===== config.mk =====
export PLATFORM = sky130hd
export DESIGN_NAME = hazard_unit
export DESIGN_NICKNAME = d
export VERILOG_FILES = /design/src/rtl/hazard_unit_pkg.sv /design/src/rtl/hazard_unit_sat_counter.sv /design/src/rtl/hazard_unit.sv
export SDC_FILE = /design/constraint.sdc
export NUM_CORES = 1
export LEC_CHECK = 0
export ABC_AREA = 1
export BUFFER_PORTS_ARGS = -buffer_cell sky130_fd_sc_hd__buf_2
export CORE_MARGIN = 10
export CORE_UTILIZATION = 55
export CTS_BUF_LIST = sky130_fd_sc_hd__clkbuf_4
export CTS_CLUSTER_SIZE = 25
export DETAILED_ROUTE_END_ITERATION = 7
export GPL_TIMING_DRIVEN = 0
export PLACE_DENSITY = 0.74
export SLEW_MARGIN = 20
export SYNTH_ARGS = -nofsm -noshare
export SYNTH_HDL_FRONTEND = slang
export SYNTH_SLANG_ARGS = --single-unit

===== constraint.sdc =====
create_clock -name clk -period 5.2 [get_ports clk]
set_input_delay 1.04 -clock clk [delete_from_list [all_inputs] [get_ports clk]]
set_output_delay 1.04 -clock clk [all_outputs]
set_load 0.05 [all_outputs]

===== src/rtl/hazard_unit_pkg.sv =====
// Shared core constants: register index width and the EX operand mux3
// select encoding used by both the hazard unit and the mux3 decode.
package hazard_unit_pkg;

    localparam int REG_ADDR_W = 5;

    localparam logic [1:0] FWD_REGFILE = 2'b00;
    localparam logic [1:0] FWD_WB      = 2'b01;
    localparam logic [1:0] FWD_MEM     = 2'b10;

endpackage


===== src/rtl/hazard_unit_sat_counter.sv =====
// Saturating up-counter for debug event counts; holds at all-ones.
module sat_counter #(
    parameter int W = 32
) (
    input  logic         clk,
    input  logic         rst,
    input  logic         inc,
    output logic [W-1:0] count
);

    localparam logic [W-1:0] ONE = W'(1);

    logic [W-1:0] count_q;
    logic [W-1:0] count_d;

    // Next count: step on an event unless already saturated.
    always_comb begin
        count_d = count_q;
        if (inc && (count_q != '1)) begin
            count_d = count_q + ONE;
        end
    end

    // Count register.
    always_ff @(posedge clk or posedge rst) begin
        if (rst) begin
            count_q <= '0;
        end else begin
            count_q <= count_d;
        end
    end

    assign count = count_q;

endmodule


===== src/rtl/hazard_unit.sv =====
// Pipeline hazard controller for the 5-stage core: operand forwarding
// selects, load-use stall, branch flush and debug event counters.
module hazard_unit #(
    parameter int REG_ADDR_W = hazard_unit_pkg::REG_ADDR_W,
    parameter int CNT_W      = 32
) (
    input  logic                  clk,
    input  logic                  rst,
    input  logic [REG_ADDR_W-1:0] rs1_d,
    input  logic [REG_ADDR_W-1:0] rs2_d,
    input  logic [REG_ADDR_W-1:0] rd_d,
    input  logic                  regwrite_d,
    input  logic                  is_load_d,
    input  logic                  pc_src_e,
    output logic [1:0]            forward_a_e,
    output logic [1:0]            forward_b_e,
    output logic                  stall_f,
    output logic                  stall_d,
    output logic                  flush_d,
    output logic                  flush_e,
    output logic [CNT_W-1:0]      stall_cnt,
    output logic [CNT_W-1:0]      flush_cnt
);

    import hazard_unit_pkg::*;

    logic [REG_ADDR_W-1:0] rs1_e_q, rs1_e_d;
    logic [REG_ADDR_W-1:0] rs2_e_q, rs2_e_d;
    logic [REG_ADDR_W-1:0] rd_e_q, rd_e_d;
    logic                  regwrite_e_q, regwrite_e_d;
    logic                  is_load_e_q, is_load_e_d;
    logic [REG_ADDR_W-1:0] rd_m_q;
    logic                  regwrite_m_q;
    logic [REG_ADDR_W-1:0] rd_w_q;
    logic                  regwrite_w_q;
    logic                  lwstall;

    assign lwstall = is_load_e_q && (rd_e_q != '0) &&
                     ((rd_e_q == rs1_d) || (rd_e_q == rs2_d));

    // Control outputs; a taken branch overrides the stall because the
    // stalled instruction is on the wrong path. Forced low while in reset.
    assign stall_f = !rst && lwstall && !pc_src_e;
    assign stall_d = stall_f;
    assign flush_d = !rst && pc_src_e;
    assign flush_e = !rst && (lwstall || pc_src_e);

    // E-stage next value: capture the D instruction or insert a bubble.
    always_comb begin
        rs1_e_d      = rs1_d;
        rs2_e_d      = rs2_d;
        rd_e_d       = rd_d;
        regwrite_e_d = regwrite_d;
        is_load_e_d  = is_load_d;
        if (flush_e) begin
            rs1_e_d      = '0;
            rs2_e_d      = '0;
            rd_e_d       = '0;
            regwrite_e_d = 1'b0;
            is_load_e_d  = 1'b0;
        end
    end

    // Shadow pipeline registers E -> M -> W.
    always_ff @(posedge clk or posedge rst) begin
        if (rst) begin
            rs1_e_q      <= '0;
            rs2_e_q      <= '0;
            rd_e_q       <= '0;
            regwrite_e_q <= 1'b0;
            is_load_e_q  <= 1'b0;
            rd_m_q       <= '0;
            regwrite_m_q <= 1'b0;
            rd_w_q       <= '0;
            regwrite_w_q <= 1'b0;
        end else begin
            rs1_e_q      <= rs1_e_d;
            rs2_e_q      <= rs2_e_d;
            rd_e_q       <= rd_e_d;
            regwrite_e_q <= regwrite_e_d;
            is_load_e_q  <= is_load_e_d;
            rd_m_q       <= rd_e_q;
            regwrite_m_q <= regwrite_e_q;
            rd_w_q       <= rd_m_q;
            regwrite_w_q <= regwrite_m_q;
        end
    end

    // Operand forwarding selects; MEM beats WB, x0 never forwards.
    always_comb begin
        forward_a_e = FWD_REGFILE;
        if (regwrite_m_q && (rd_m_q != '0) && (rd_m_q == rs1_e_q)) begin
            forward_a_e = FWD_MEM;
        end else if (regwrite_w_q && (rd_w_q != '0) && (rd_w_q == rs1_e_q)) begin
            forward_a_e = FWD_WB;
        end

        forward_b_e = FWD_REGFILE;
        if (regwrite_m_q && (rd_m_q != '0) && (rd_m_q == rs2_e_q)) begin
            forward_b_e = FWD_MEM;
        end else if (regwrite_w_q && (rd_w_q != '0) && (rd_w_q == rs2_e_q)) begin
            forward_b_e = FWD_WB;
        end
    end

    sat_counter #(.W(CNT_W)) u_stall_cnt (
        .clk   (clk),
        .rst   (rst),
        .inc   (stall_d),
        .count (stall_cnt)
    );

    sat_counter #(.W(CNT_W)) u_flush_cnt (
        .clk   (clk),
        .rst   (rst),
        .inc   (flush_d),
        .count (flush_cnt)
    );

endmodule


==> flow_summary.json <==
{
  "status": "finished, final reports clean",
  "worst_pin_slew_ps": 596.1,
  "wl_mm": 15.01,
  "layout.nets": 898,
  "regToRegSetupSlack_ps": 3280,
  "ys_seq_elements": 93,
  "p_leak_nw": 3.312,
  "power_mw": 1.596,
  "antenna_found_initial": 0,
  "cts.sinks": 93,
  "routabilityCongestion": 0.9314,
  "min_period_over_period": 0.6740,
  "powerDensity_nw_per_um2": 248.1,
  "cts_buffers": 9,
  "fillCellCount": 909,
  "wl_per_cell_um": 14.80,
  "diodes": 0,
  "die_y_um": 121.2,
  "initial_utilization": 0.5714,
  "post_cts_buffers": 0,
  "grtUsageTotal": 0.2099,
  "core_area_um2": 9864,
  "postCtsHoldBufs": 0,
  "area_growth_syn_to_layout_pct": 14.14,
  "drive_gt1_frac": 0.1873,
  "clk_latency_ps": 470,
  "grt-ovfl-total": 0,
  "io_pins": 92,
  "drcViolationCount": 0,
  "cts_buffer_depth": 2,
  "rows": 36,
  "grt_pass1_vias": 5129,
  "clock.fmax_ghz": 0.2853,
  "rsz0062_at_grt": "no",
  "synthDistinctLibCells": 31,
  "cp-start-kind": "input pin",
  "worstSetupPathType": "in -> out",
  "drv_cap": 0,
  "fin_ws_ps": 1695,
  "post_dp_cell_area_um2": 6291,
  "vias": 5174,
  "worst_hold_slack_ps": 377.8,
  "grt_use_met2": 0.3469,
  "final_cells": 1014,
  "grt_max_degree": 73,
  "global_route.usage.met1": 0.2689,
  "min_path_type": "reg -> reg",
  "synth_area_um2": 5637,
  "busiest_layer": "met2",
  "syn_nets": 795,
  "fin_area_um2": 6434,
  "grt_pass1_wl_mm": 25.07,
  "die_w_um": 121.2,
  "crit_arrival_ps": 2460,
  "cp_max_fo": 10,
  "skew_ps": 21.17,
  "final-setup-viol-count": 0,
  "viasPerCell": 5.103,
  "crit_required_ps": 4160,
  "first_pass_iters": 5,
  "initialDrtViolationCount": 400,
  "io_buffers": 91,
  "antenna_left": 0,
  "cts_tree": "done",
  "cts_resized": 0,
  "synth_warnings": 0,
  "met3_usage": 0.04467,
  "die_area_um2": 14700,
  "period_minus_slack_ps": 3505,
  "dp_hpwl_mm": 11.72,
  "report.final.hold_viol_count": 0,
  "irDropWorstVdd_uv": 309.5,
  "worstSetupEndpointType": "primary output",
  "h-tree-depth": 3,
  "drv_slew": 0,
  "yosysSeqAreaShare": 0.4129,
  "dp_slack_ps": 1692,
  "dp.cells": 998,
  "path_clk_slew_ps": 180,
  "syn_area_per_cell_um2": 7.292,
  "relSlewSlack": 0.5996,
  "syn-instance-count": 773,
  "cts_root_buf": "clkbuf_4"
}
-- placed cells by master (no fill, tap or decap) --
| cell | n |
|---|---|
| nand3b_1 | 11 |
| dfrtp_1 | 93 |
| nor4_1 | 2 |
| nand2_1 | 317 |
| clkinvlp_4 | 1 |
| buf_2 | 91 |
| xor2_2 | 1 |
| nor3_1 | 25 |
| nand4_1 | 8 |
| nand4_4 | 1 |
| buf_6 | 6 |
| xnor2_1 | 19 |
| nand2_2 | 3 |
| o21ai_0 | 10 |
| inv_1 | 71 |
| buf_8 | 3 |
| buf_16 | 1 |
| o21ai_1 | 1 |
| nor2_1 | 94 |
| inv_2 | 7 |
| nand2_4 | 2 |
| clkinv_4 | 2 |
| nor2_2 | 4 |
| inv_6 | 1 |
| buf_4 | 4 |
| nor2_8 | 1 |
| nor2_4 | 4 |
| nand3b_2 | 3 |
| ha_1 | 2 |
| nand3_1 | 28 |
| clkinv_8 | 1 |
| inv_8 | 3 |
| nand3_2 | 3 |
| nor3_2 | 2 |
| xor2_1 | 35 |
| o21ai_2 | 10 |
| clkbuf_4 | 9 |
| inv_4 | 1 |
| nand3_4 | 1 |
-- layout make-up --
cell class | count | area, um^2 | area share
inverter | 80 | 307.8 | 0.04784
sequential | 93 | 2327 | 0.3617
tap | 133 | 166.4 | 0.02587
multi-input combinational | 587 | 2864 | 0.4452
timing repair buffer | 92 | 483.0 | 0.07507
clock buffer | 9 | 67.56 | 0.01050
clock inverter | 7 | 75.07 | 0.01167
buffer | 13 | 142.6 | 0.02217
-- sequential cells by signal, indices dropped and copies added (netlist names) --
| name | count |
|---|---|
| regwrite_e_q | 1 |
| rd_e_q | 5 |
| regwrite_m_q | 1 |
| rs2_e_q | 5 |
| rd_w_q | 5 |
| u_stall_cnt.count | 32 |
| is_load_e_q | 1 |
| rs1_e_q | 5 |
| u_flush_cnt.count | 32 |
| regwrite_w_q | 1 |
| rd_m_q | 5 |
-- cells by family (layout without fill, tap and decap cells) --
| family | count (synthesis) | after routing | synth area share |
|---|---|---|---|
| AO/OA/AOI/OAI | 21 | 21 | 0.02530 |
| XOR/XNOR | 55 | 55 | 0.08679 |
| AND/OR/NAND/NOR | 509 | 509 | 0.3916 |
| flip-flops | 93 | 93 | 0.4129 |
| buffers and inverters | 93 | 201 | 0.07902 |
| adder cells (fa/ha/maj) | 2 | 2 | 0.004439 |
-- per-stage QoR --
stage          TNS (ps)  utilization
2_1_floorplan         0            -
3_3_place_gp      -2455       0.6345
3_5_place_dp          0       0.6377
4_1_cts               0       0.6522
5_1_grt               0       0.6522
6_report              0       0.6522
-- power by group --
group	internal, mW	switching [mW]	total (mW)
clock network	0.114	0.288	0.402
logic	0.0988	0.263	0.362
registers	0.772	0.0606	0.833
-- worst paths after layout --
kind,start,to,cells after the start
setup reg to reg,u_flush_cnt.count[0],u_flush_cnt.count[8],11
setup / recovery,rs1_d[4],flush_e,11
hold reg to reg,regwrite_e_q,regwrite_m_q,0
min in group asynchronous,rst,rd_w_q[3],2
hold / removal,regwrite_e_q,regwrite_m_q,0
max in group asynchronous,rst,u_stall_cnt.count[11],3
-- cell usage after synthesis --
master | number | share of area
nand2_1 | 317 | 0.21
nor2_1 | 94 | 0.063
dfrtp_1 | 93 | 0.41
inv_1 | 72 | 0.048
xor2_1 | 35 | 0.054
nand3_1 | 28 | 0.025
nor3_1 | 25 | 0.022
xnor2_1 | 19 | 0.030
nand3b_1 | 11 | 0.015
o21ai_0 | 10 | 0.0089
o21ai_2 | 10 | 0.016
nand4_1 | 8 | 0.0089
inv_2 | 7 | 0.0047
buf_6 | 6 | 0.012
buf_4 | 4 | 0.0053
nor2_2 | 4 | 0.0044
nor2_4 | 4 | 0.0080
buf_8 | 3 | 0.0080
nand2_2 | 3 | 0.0033
nand3_2 | 3 | 0.0053
nand3b_2 | 3 | 0.0060
ha_1 | 2 | 0.0044
nand2_4 | 2 | 0.0040
nor3_2 | 2 | 0.0036
nor4_1 | 2 | 0.0022
inv_4 | 1 | 0.0011
nand3_4 | 1 | 0.0031
nand4_4 | 1 | 0.0038
nor2_8 | 1 | 0.0036
o21ai_1 | 1 | 0.00089
xor2_2 | 1 | 0.0029
-- per-layer routing --
metal / up-vias / share of wire
li1: 2589 / -
met5: - / 0
met4: 0 / 0.016
met1: 2408 / 0.44
met3: 23 / 0.064
met2: 154 / 0.48
-- critical path, stage by stage --
cell,delay (ps)
buf_2,100
inv_1,50
nand2_1,50
nand2_1,60
nor2_1,120
nand3_1,90
nand2_1,160
nand2_1,90
o21ai_2,180
buf_4,260
buf_2,280
Note: power is estimated with default switching activity, not from simulation.
